--- src/rtl/lsu_pkg.sv ---
// Shared types for the load/store unit: access-size encoding, FSM states and the default word-address width.
package lsu_pkg;

    localparam int LSU_WORD_AW_DEF = 10;

    typedef enum logic [1:0] {
        SZ_BYTE = 2'b00,
        SZ_HALF = 2'b01,
        SZ_WORD = 2'b10,
        SZ_RSVD = 2'b11
    } lsu_size_e;

    typedef enum logic [2:0] {
        ST_IDLE,
        ST_READ,
        ST_MERGE,
        ST_WRITE,
        ST_RESP
    } lsu_state_e;

    // A request is rejected when its size is reserved or its address is not naturally aligned.
    function automatic logic lsu_access_err(input lsu_size_e size, input logic [1:0] addr_lo);
        case (size)
            SZ_BYTE: return 1'b0;
            SZ_HALF: return addr_lo[0];
            SZ_WORD: return addr_lo != 2'b00;
            default: return 1'b1;
        endcase
    endfunction

endpackage

--- src/rtl/lsu_lane_align.sv ---
// Little-endian lane handling: extracts and extends load data, and merges sub-word store data into the old word.
module lsu_lane_align
    import lsu_pkg::*;
(
    input  lsu_size_e   size,
    input  logic        is_unsigned,
    input  logic [1:0]  addr_lo,
    input  logic [31:0] rd_word,
    input  logic [31:0] new_data,
    output logic [31:0] load_data,
    output logic [31:0] merged_word
);

    logic [7:0]  lane8;
    logic [15:0] lane16;

    always_comb begin
        load_data   = rd_word;
        merged_word = rd_word;
        lane8       = rd_word[{addr_lo, 3'b000} +: 8];
        lane16      = addr_lo[1] ? rd_word[31:16] : rd_word[15:0];
        case (size)
            SZ_BYTE: begin
                load_data = {{24{lane8[7] & ~is_unsigned}}, lane8};
                merged_word[{addr_lo, 3'b000} +: 8] = new_data[7:0];
            end
            SZ_HALF: begin
                load_data = {{16{lane16[15] & ~is_unsigned}}, lane16};
                if (addr_lo[1]) begin
                    merged_word[31:16] = new_data[15:0];
                end else begin
                    merged_word[15:0] = new_data[15:0];
                end
            end
            default: begin
                load_data   = rd_word;
                merged_word = new_data;
            end
        endcase
    end

endmodule

--- src/rtl/load_store_unit.sv ---
// Multi-cycle load/store unit driving a single-port word memory with registered reads.
// Optional LSU_PERF_CNT_EN adds load_count/store_count completion counters.
module load_store_unit
    import lsu_pkg::*;
#(
    parameter int WORD_AW = LSU_WORD_AW_DEF
) (
    input  logic               clk,
    input  logic               reset,
    input  logic               req_valid,
    output logic               req_ready,
    input  logic               req_write,
    input  logic [1:0]         req_size,
    input  logic               req_unsigned,
    input  logic [WORD_AW+1:0] req_addr,
    input  logic [31:0]        req_wdata,
    output logic               resp_valid,
    output logic [31:0]        resp_rdata,
    output logic               resp_err,
    output logic [WORD_AW-1:0] mem_addr,
    output logic [31:0]        mem_write_data,
    output logic               mem_memwrite,
    output logic               mem_memread,
    input  logic [31:0]        mem_read_data
`ifdef LSU_PERF_CNT_EN
    ,
    output logic [31:0]        load_count,
    output logic [31:0]        store_count
`endif
);

    lsu_state_e         state_q, state_d;
    logic               write_q, write_d;
    lsu_size_e          size_q, size_d;
    logic               unsigned_q, unsigned_d;
    logic [1:0]         addr_lo_q, addr_lo_d;
    logic               resp_err_q, resp_err_d;
    logic [31:0]        resp_rdata_q, resp_rdata_d;
    logic [WORD_AW-1:0] mem_addr_q, mem_addr_d;
    logic [31:0]        mem_wdata_q, mem_wdata_d;
    logic [31:0]        load_data, merged_word;
    lsu_size_e          req_size_e;
    logic               req_err;
`ifdef LSU_PERF_CNT_EN
    logic [31:0]        load_count_q, load_count_d;
    logic [31:0]        store_count_q, store_count_d;
`endif

    assign req_size_e = lsu_size_e'(req_size);
    assign req_err    = lsu_access_err(req_size_e, req_addr[1:0]);

    // mem_wdata_q carries the raw store data until MERGE overwrites it with the merged word.
    lsu_lane_align u_lane_align (
        .size        (size_q),
        .is_unsigned (unsigned_q),
        .addr_lo     (addr_lo_q),
        .rd_word     (mem_read_data),
        .new_data    (mem_wdata_q),
        .load_data   (load_data),
        .merged_word (merged_word)
    );

    always_comb begin
        state_d      = state_q;
        write_d      = write_q;
        size_d       = size_q;
        unsigned_d   = unsigned_q;
        addr_lo_d    = addr_lo_q;
        resp_err_d   = resp_err_q;
        resp_rdata_d = resp_rdata_q;
        mem_addr_d   = mem_addr_q;
        mem_wdata_d  = mem_wdata_q;
`ifdef LSU_PERF_CNT_EN
        load_count_d  = load_count_q;
        store_count_d = store_count_q;
`endif
        case (state_q)
            ST_IDLE: begin
                if (req_valid) begin
                    write_d      = req_write;
                    size_d       = req_size_e;
                    unsigned_d   = req_unsigned;
                    addr_lo_d    = req_addr[1:0];
                    mem_addr_d   = req_addr[WORD_AW+1:2];
                    mem_wdata_d  = req_wdata;
                    resp_err_d   = req_err;
                    resp_rdata_d = 32'd0;
                    if (req_err) begin
                        state_d = ST_RESP;
                    end else if (req_write && req_size_e == SZ_WORD) begin
                        state_d = ST_WRITE;
                    end else begin
                        state_d = ST_READ;
                    end
                end
            end
            ST_READ: state_d = ST_MERGE;
            ST_MERGE: begin
                if (write_q) begin
                    mem_wdata_d = merged_word;
                    state_d     = ST_WRITE;
                end else begin
                    resp_rdata_d = load_data;
                    state_d      = ST_RESP;
                end
            end
            ST_WRITE: state_d = ST_RESP;
            ST_RESP: begin
                state_d = ST_IDLE;
`ifdef LSU_PERF_CNT_EN
                if (!resp_err_q) begin
                    if (write_q) begin
                        store_count_d = store_count_q + 32'd1;
                    end else begin
                        load_count_d = load_count_q + 32'd1;
                    end
                end
`endif
            end
            default: state_d = ST_IDLE;
        endcase
    end

    always_ff @(posedge clk) begin
        if (reset) begin
            state_q      <= ST_IDLE;
            write_q      <= 1'b0;
            size_q       <= SZ_BYTE;
            unsigned_q   <= 1'b0;
            addr_lo_q    <= 2'b00;
            resp_err_q   <= 1'b0;
            resp_rdata_q <= 32'd0;
            mem_addr_q   <= '0;
            mem_wdata_q  <= 32'd0;
`ifdef LSU_PERF_CNT_EN
            load_count_q  <= 32'd0;
            store_count_q <= 32'd0;
`endif
        end else begin
            state_q      <= state_d;
            write_q      <= write_d;
            size_q       <= size_d;
            unsigned_q   <= unsigned_d;
            addr_lo_q    <= addr_lo_d;
            resp_err_q   <= resp_err_d;
            resp_rdata_q <= resp_rdata_d;
            mem_addr_q   <= mem_addr_d;
            mem_wdata_q  <= mem_wdata_d;
`ifdef LSU_PERF_CNT_EN
            load_count_q  <= load_count_d;
            store_count_q <= store_count_d;
`endif
        end
    end

    // Strobes are gated by reset so an abort in READ/WRITE never reaches the memory.
    assign req_ready      = (state_q == ST_IDLE) && !reset;
    assign resp_valid     = (state_q == ST_RESP) && !reset;
    assign mem_memread    = (state_q == ST_READ) && !reset;
    assign mem_memwrite   = (state_q == ST_WRITE) && !reset;
    assign resp_rdata     = resp_rdata_q;
    assign resp_err       = resp_err_q;
    assign mem_addr       = mem_addr_q;
    assign mem_write_data = mem_wdata_q;
`ifdef LSU_PERF_CNT_EN
    assign load_count  = load_count_q;
    assign store_count = store_count_q;
`endif

endmodule
--- config.mk ---
export PLATFORM = sky130hd
export DESIGN_NAME = load_store_unit
export DESIGN_NICKNAME = d
export VERILOG_FILES = /design/src/rtl/lsu_pkg.sv /design/src/rtl/lsu_lane_align.sv /design/src/rtl/load_store_unit.sv
export SDC_FILE = /design/constraint.sdc
export NUM_CORES = 1
export LEC_CHECK = 0
export BUFFER_PORTS_ARGS = -buffer_cell sky130_fd_sc_hd__buf_2
export CORE_UTILIZATION = 44
export DETAILED_ROUTE_END_ITERATION = 12
export GPL_TIMING_DRIVEN = 0
export PLACE_DENSITY_LB_ADDON = 0.2
export SETUP_SLACK_MARGIN = 0.5
export SLEW_MARGIN = 30
export SYNTH_ARGS = -nofsm -noshare
export SYNTH_HDL_FRONTEND = slang
export SYNTH_SLANG_ARGS = --single-unit
--- constraint.sdc ---
create_clock -name clk -period 3.6 [get_ports clk]
set_input_delay 0.72 -clock clk [delete_from_list [all_inputs] [get_ports clk]]
set_output_delay 0.72 -clock clk [all_outputs]
set_load 0.01 [all_outputs]
==> results.cfg, run 1 <==
[detailed_routing]
firstDrtPassIters = 5
ant_nets = 0
drt_iter0_markers = 276
wl_per_cell_um = 19.4
num_vias = 4871
route.detailed.drc = 0
via_per_inst = 5.92
wl_mm = 16.0

[grt]
grt_max_degree = 14
grt_usage_pct = 29.3
grt_first_pass_wirelength_mm = 24.8
gr-total-overflow = 0
grt_pass1_vias = 4560
antenna_found_initial = 0

[clock_tree]
clk_pin_slew_ns = 0.09
postCtsSetupRepairBufs = 0
cts_tree = built
htree_levels = 3
cts-root-buf = clkbuf_8
clockBufferDepth = 2
clk_latency_ns = 0.36
cts.sinks = 84
cts_buffers = 9

[floorplanning]
initial_utilization_pct = 46.2
pin_count = 162
die-height_um = 104
die_area_um2 = 10800
coreArea_um2 = 9910
die_w_um = 104
num_rows = 36

[sta]
final_hold_viol_count = 0
relSlewSlack_pct = 51.1
final.setup.tns_ns = 0
rsz0062_at_grt = false
finalSetupViolations = 0
worst_pin_slew_ns = 0.713
maxSlewViolCount = 0
period_share_pct = 81.1
skew_ns = 0.0100
min_period_ns = 2.92
clock.fmax_mhz = 343

[yosys]
synth_top_area_share_pct = 36.8
ys_seq_area_share_pct = 36.8
netlist_area_um2 = 4580
yosys_warnings = 0
syn-num-nets = 601
syn_avg_cell_area_um2 = 8.92
synth-async-reset-ratio_pct = 0
synth-main-ff-cell = dfxtp_1
synth_top_area_cell = dfxtp_1
synth.distinct_cells = 46
synthTopCellsByArea = dfxtp_1, a21oi_1, mux2_2
syn_inst = 513
synth_seq_cells = 84
synth_edf_count = 0

[worst_setup_path]
cp_max_fo = 10
r2r-end = mem_write_data[31]
crit_arrival_ns = 2.20
r2r_setup_slack_ns = 0.90
worstPathRequired_ns = 2.88
cp-end-kind = primary output
timing.rr.start = addr_lo_q[1]
cp-start-kind = input port
path_class = in -> out
rr_worst_depth = 9

[outcome]
status = complete, no violations

[hold_path]
min_to = resp_err
min_path_type = reg -> reg
min_delay_path_depth = 2
hp-start = resp_err

[finish]
fillCellCount = 952
fin_util_pct = 58.3
final_cell_mix = buf_2, dfxtp_1, a21oi_1, nand2_1, clkbuf_1
syn_to_final_growth_pct = 26.3
layout_commonest_cell = buf_2
drive_gt1_share_pct = 32.9
fin_nets = 773
diodes = 0

[pwr]
leakage_nw = 2.52
ir_drop_v = 0.000231
power_density_nw_per_um2 = 410

[placement]
io_buffers = 161
hpwl_mm = 12.2
globalplace.congestion = 0.938

[run]
max_cap_violations = 0
-- what timing repair did --
item / 4_1_cts / 5_1_grt
gates resized for setup: 0 / 5
hold buffers: 0 / 0
endpoints found under the setup margin: 0 / 3
-- worst max-delay path by stage --
stage          startpoint          to  slack, ns  cells past startpoint
2_1_floorplan       reset   req_ready       1.19                      4
3_3_place_gp        reset  resp_valid       0.54                      6
3_5_place_dp        reset  resp_valid       0.54                      6
4_1_cts             reset  resp_valid       0.55                      6
5_1_grt             reset  resp_valid       0.58                      6
6_report            reset  resp_valid       0.68                      6
-- layout make-up --
cell class | instances | area (um^2) | share of cell area, %
Buffer | 46 | 210 | 3.64
Clock buffer | 12 | 145 | 2.51
Clock inverter | 4 | 72.6 | 1.26
Inverter | 6 | 22.5 | 0.390
Multi-Input combinational cell | 377 | 2670 | 46.3
Sequential cell | 84 | 1680 | 29.1
Tap cell | 133 | 166 | 2.88
Timing Repair Buffer | 161 | 806 | 13.9
-- cell families (layout without fill, tap and decap cells) --
logic type	count (synthesis)	in the layout	share of synthesized area [%]
compound gates	194	194	31.9
buf+inv	52	229	5.03
fa+ha+maj	5	5	1.37
mux	29	29	6.78
flops	84	84	36.8
simple gates	149	149	18.2
-- state kept, by name, indices dropped and copies added (netlist names) --
register,count
state_q,3
mem_addr,10
resp_rdata,32
mem_write_data,32
write_q,1
resp_err,1
unsigned_q,1
addr_lo_q,2
size_q,2
-- routing by layer --
metal,track usage (%),up-vias,share of wire [%]
li1,-,2292,-
met1,39.0,2311,44
met2,46.3,231,45
met3,6.20,37,7.9
met4,11.3,0,2.9
met5,0,-,0
-- metrics by stage --
step	power (W)	cells	worst slack (ns)	hold WS (ns)	instance area (um^2)
4_1_cts	0.00236	823	0.549	0.457	5770
5_1_grt	0.00248	823	0.579	0.473	5780
3_3_place_gp	0.00161	807	0.537	0.441	5550
2_1_floorplan	0.00140	513	1.19	0.481	4580
6_report	0.00237	823	0.681	0.454	5780
3_5_place_dp	0.00163	807	0.545	0.441	5550
-- worst max-delay path: stages --
cell      delay, ns
buf_2          0.12
clkbuf_1       0.36
clkbuf_1       0.42
clkbuf_2       0.33
nor3b_1        0.09
buf_2          0.14
-- cell usage after synthesis, types with 3 or more instances --
library cell and instances:
o41ai_1 8, nor3b_1 4, o21ai_0 19, nand2b_1 19, nand3b_1 9, buf_1 3
and3_1 3, mux2i_1 13, dfxtp_1 84, a21oi_1 69, a221o_1 16, clkbuf_1 29
nor2_1 20, nor2b_1 13, nand2_1 46, and3b_1 9, ha_1 5, nor3_1 9
o2bb2ai_1 14, a221oi_1 17, o211ai_1 8, or3_1 8, a32o_1 15, o2bb2ai_2 10
a211o_1 7, mux2_2 16, inv_1 6, buf_2 9
-- power breakdown --
part           internal [W]  total (W)  switching (W)
logic              0.000225   0.000575       0.000349
clock network      0.000410   0.000753       0.000344
registers          0.000990    0.00104      0.0000531
total               0.00163    0.00237       0.000746
(Power assumes the default switching activity.)
==> run 2, diff against run 1 <==
==> constraint.sdc (replaced) <==
create_clock -name clk -period 2.8 [get_ports clk]
set_input_delay 0.56 -clock clk [delete_from_list [all_inputs] [get_ports clk]]
set_output_delay 0.56 -clock clk [all_outputs]
set_load 0.01 [all_outputs]
==> results.cfg, run 2 (synthesis results as in run 1) <==
[floorplanning]
coreArea_um2 = 9910
pin_count = 162
die_w_um = 104
num_rows = 36
die_area_um2 = 10800
initial_utilization_pct = 46.2
die-height_um = 104

[run]
max_cap_violations = 0

[sta]
skew_ns = 0.0116
finalSetupViolations = 0
rsz0062_at_grt = false
maxSlewViolCount = 0
relSlewSlack_pct = 51.6
min_period_ns = 2.25
clock.fmax_mhz = 444
period_share_pct = 80.4
final.setup.tns_ns = 0
worst_pin_slew_ns = 0.726
final_hold_viol_count = 0

[clock_tree]
clk_pin_slew_ns = 0.09
clockBufferDepth = 2
cts.sinks = 84
cts_tree = built
postCtsSetupRepairBufs = 0
htree_levels = 3
clk_latency_ns = 0.36
cts_buffers = 9
cts-root-buf = clkbuf_8

[outcome]
status = complete, no violations

[worst_setup_path]
crit_arrival_ns = 1.69
path_class = in -> out
cp_max_fo = 10
worstPathRequired_ns = 2.24
cp-end-kind = primary output
cp-start-kind = input port

[grt]
antenna_found_initial = 0
gr-total-overflow = 0
grt_first_pass_wirelength_mm = 24.8
grt_max_degree = 14
grt_pass1_vias = 4563
grt_usage_pct = 29.3

[detailed_routing]
num_vias = 4878
wl_per_cell_um = 19.6
via_per_inst = 5.93
firstDrtPassIters = 5
wl_mm = 16.1
drt_iter0_markers = 269
ant_nets = 0
route.detailed.drc = 0

[finish]
design_area_um2 = 5830
drive_gt1_share_pct = 34.3
diodes = 0
fin_nets = 773
final_cell_mix = buf_2, dfxtp_1, a21oi_1, nand2_1, clkbuf_1
syn_to_final_growth_pct = 27.5
layout_commonest_cell = buf_2
layoutNonFillerInstCount = 823

[pwr]
leakage_nw = 2.54
ir_drop_v = 0.000302
p_total_w = 0.00307
power_density_nw_per_um2 = 526

[placement]
dp.cells = 807
globalplace.congestion = 0.938
io_buffers = 161
dpl-instance-area_um2 = 5550
hpwl_mm = 12.2

[hold_path]
min_path_type = in -> reg
-- run 2: power breakdown --
part | internal, W | switching (W) | total [W] | leakage, nW
Combinational | 0.000300 | 0.000454 | 0.000754 | 1.75
Sequential | 0.00127 | 0.0000688 | 0.00134 | 0.687
Clock | 0.000527 | 0.000447 | 0.000973 | 0.107
Total | 0.00210 | 0.000969 | 0.00307 | 2.54
-- run 2: what timing repair did --
| action | 4_1_cts | 5_1_grt |
|---|---|---|
| pin swaps | 0 | 2 |
| endpoints found under the hold margin | 0 | 0 |
| setup endpoints to repair | 28 | 26 |
| hold buffers | 0 | 0 |
| resized for setup | 16 | 10 |
-- run 2: path summary, 6_finish.rpt --
| kind | start | endpoint | slack (ns) | depth (start not counted) |
|---|---|---|---|---|
| min | req_addr[11] | mem_addr[9] | 0.43 | 3 |
| min reg2reg | resp_err | resp_err | 0.45 | 2 |
| max | reset | resp_valid | 0.55 | 6 |
| max reg2reg | addr_lo_q[1] | mem_write_data[11] | 0.58 | 9 |
-- run 2: metal layers --
metal  GRT usage (%)  vias up  part of all wire [%]
met1            39.0     2305                    43
li1                -     2289                     -
met4            11.3        0                   2.8
met3            6.20       40                   8.2
met2            46.4      244                    46
met5               0        -                     0
-- run 2: stage by stage --
stage | hold slack, ns | utilization (%) | worst slack (ns)
2_1_floorplan | 0.481 | - | 0.506
3_5_place_dp | 0.441 | 56.0 | 0.0319
5_1_grt | 0.437 | 58.9 | 0.504
4_1_cts | 0.424 | 58.5 | 0.502
3_3_place_gp | 0.441 | 56.0 | 0.0570
6_report | 0.427 | 58.9 | 0.549
-- run 2: cell type report --
type                       count  area, um^2
multi-input combinational    377        2700
sequential                    84        1690
tap                          133         166
inverter                       6        22.5
clock inverter                 4        72.6
fill                         939        4080
clock buffer                  12         145
timing repair buffer         161         806
buffer                        46         235
-- run 2: worst max-delay path: stages --
cell and delay (ns):
buf_2 0.13, clkbuf_2 0.19, buf_2 0.22, clkbuf_4 0.21
nor3b_1 0.21, buf_2 0.16
==> run 3, diff against run 2 <==
==> constraint.sdc (replaced) <==
create_clock -name clk -period 2 [get_ports clk]
set_input_delay 0.4 -clock clk [delete_from_list [all_inputs] [get_ports clk]]
set_output_delay 0.4 -clock clk [all_outputs]
set_load 0.01 [all_outputs]
==> results.cfg, run 3 (synthesis results as in run 1) <==
[sta]
period_share_pct = 101
maxSlewViolCount = 0
worst_pin_slew_ns = 0.718
final_hold_viol_count = 0
hold_slack_ns = 0.257
clock.fmax_mhz = 494
skew_ns = 0.0108
relSlewSlack_pct = 52.1
rsz0062_at_grt = true
min_period_ns = 2.03
setup_ws_ns = -0.0261
finalSetupViolations = 4

[finish]
drive_gt1_share_pct = 56.5
layoutNonFillerInstCount = 871
fillCellCount = 698
layout_commonest_cell = buf_2
design_area_um2 = 7350
diodes = 0
syn_to_final_growth_pct = 60.5
fin_nets = 821
final_cell_mix = buf_2, dfxtp_1, a21oi_1, buf_6, nand2_1

[worst_setup_path]
crit_chain = clkbuf_16, clkinvlp_4, ha_4, and3b_1, and3_4, buf_6, a221o_1, a32o_1
cp_num_buf_inv = 3
cp-end-kind = flip-flop
cp-start-kind = flip-flop
crit_family = compound AO/OA/AOI/OAI gates
crit_arrival_ns = 2.28
path_class = reg -> reg
worst_path_max_delay_cell = dfxtp_4
cp_max_fo = 8
worstPathRequired_ns = 2.26
crit_path_max_incr_delay_ns = 0.36

[detailed_routing]
route.detailed.drc = 0
drt_iter0_markers = 399
num_vias = 5364
wl_per_cell_um = 21.4
wl_mm = 18.7
via_per_inst = 6.16
ant_nets = 0
firstDrtPassIters = 6

[floorplanning]
die_area_um2 = 10800
die_w_um = 104
pin_count = 162
die-height_um = 104
coreArea_um2 = 9910
initial_utilization_pct = 46.2
num_rows = 36

[grt]
grt_pass1_vias = 4983
grt_use_met1_pct = 40.2
busiest_layer = met2
grt_usage_pct = 30.8
grt_max_degree = 14
antenna_found_initial = 0
grtUsageMet3_pct = 7.27
grt_first_pass_wirelength_mm = 26.2
gr-total-overflow = 0
grtUsageMet2_pct = 49.0

[placement]
dpl-instance-area_um2 = 5760
pre_cts_ws_ns = -0.226
globalplace.congestion = 0.955
hpwl_mm = 11.9
io_buffers = 161
dp.cells = 807

[clock_tree]
cts.sinks = 84
cts_hold_buf = 0
cts_buffers = 9
clockBufferDepth = 2
htree_levels = 3
clk_pin_slew_ns = 0.09
cts_tree = built
cts-root-buf = clkbuf_8
clk_latency_ns = 0.37

[pwr]
leakage_nw = 3.17
ir_drop_v = 0.000393
p_total_w = 0.00474
power_density_nw_per_um2 = 646

[outcome]
failed_checks = negative setup slack
status = finished, violations left

[run]
max_cap_violations = 0

[hold_path]
min_path_type = in -> reg
==> run 3: cell types whose count changed in the layout (fill, tap and decap cells not counted), sizes merged <==
| cell | previous run | this run |
|---|---|---|
| buf | 180 | 231 |
| clkbuf | 39 | 36 |
| bufinv | 2 | 1 |
| clkinv | 1 | 2 |
| clkinvlp | 1 | 2 |
| inv | 6 | 5 |
==> run 3: layer usage <==
| layer | up-vias | wire length [um] | share of wire [%] |
|---|---|---|---|
| met4 | 0 | 610 | 3.3 |
| li1 | 2393 | - | - |
| met5 | - | 0 | 0 |
| met1 | 2572 | 7530 | 40 |
| met3 | 58 | 1670 | 8.9 |
| met2 | 341 | 8870 | 47 |
==> run 3: cell type report <==
| class | instances | area (um^2) | share of cell area (%) |
|---|---|---|---|
| multi-input cells | 377 | 3470 | 47.2 |
| plain buffers | 46 | 452 | 6.15 |
| inverters | 6 | 33.8 | 0.460 |
| clock inverters | 4 | 47.5 | 0.647 |
| well taps | 133 | 166 | 2.27 |
| repair buffers | 209 | 1320 | 18.0 |
| clock buffers | 12 | 155 | 2.11 |
| flip-flops and latches | 84 | 1700 | 23.2 |
==> run 3: through the flow <==
| stage | TNS [ns] | utilization (%) |
|---|---|---|
| detailed placement | -4.48 | 58.1 |
| global route | -0.322 | 74.1 |
| CTS | 0 | 67.3 |
| floorplan | 0 | - |
| finish | -0.0699 | 74.1 |
| global placement | -4.02 | 58.1 |
==> run 3: repair_timing <==
action,CTS,global route
resized for setup,96,148
endpoints found under the setup margin,85,85
cloned,3,0
buffers inserted,34,11
pin swaps,39,56
==> run 3: where the power goes <==
part           total [W]  internal [W]  switching, W
clock            0.00130      0.000643      0.000655
sequential       0.00188       0.00178      0.000100
combinational    0.00156      0.000697      0.000866
==> run 3: final timing paths <==
kind / startpoint / slack, ns / to / depth (start not counted)
setup / recovery: addr_lo_q[0] / -0.03 / mem_write_data[11] / 8
hold / removal: req_addr[9] / 0.26 / mem_addr[7] / 3
setup reg to reg: addr_lo_q[0] / -0.03 / mem_write_data[11] / 8
hold reg to reg: resp_rdata[7] / 0.47 / resp_rdata[7] / 1
==> run 3: worst min-delay path, cell delays in order <==
cell and delay, ns:
buf_2 0.10, nand2_2 0.05, a21oi_2 0.04
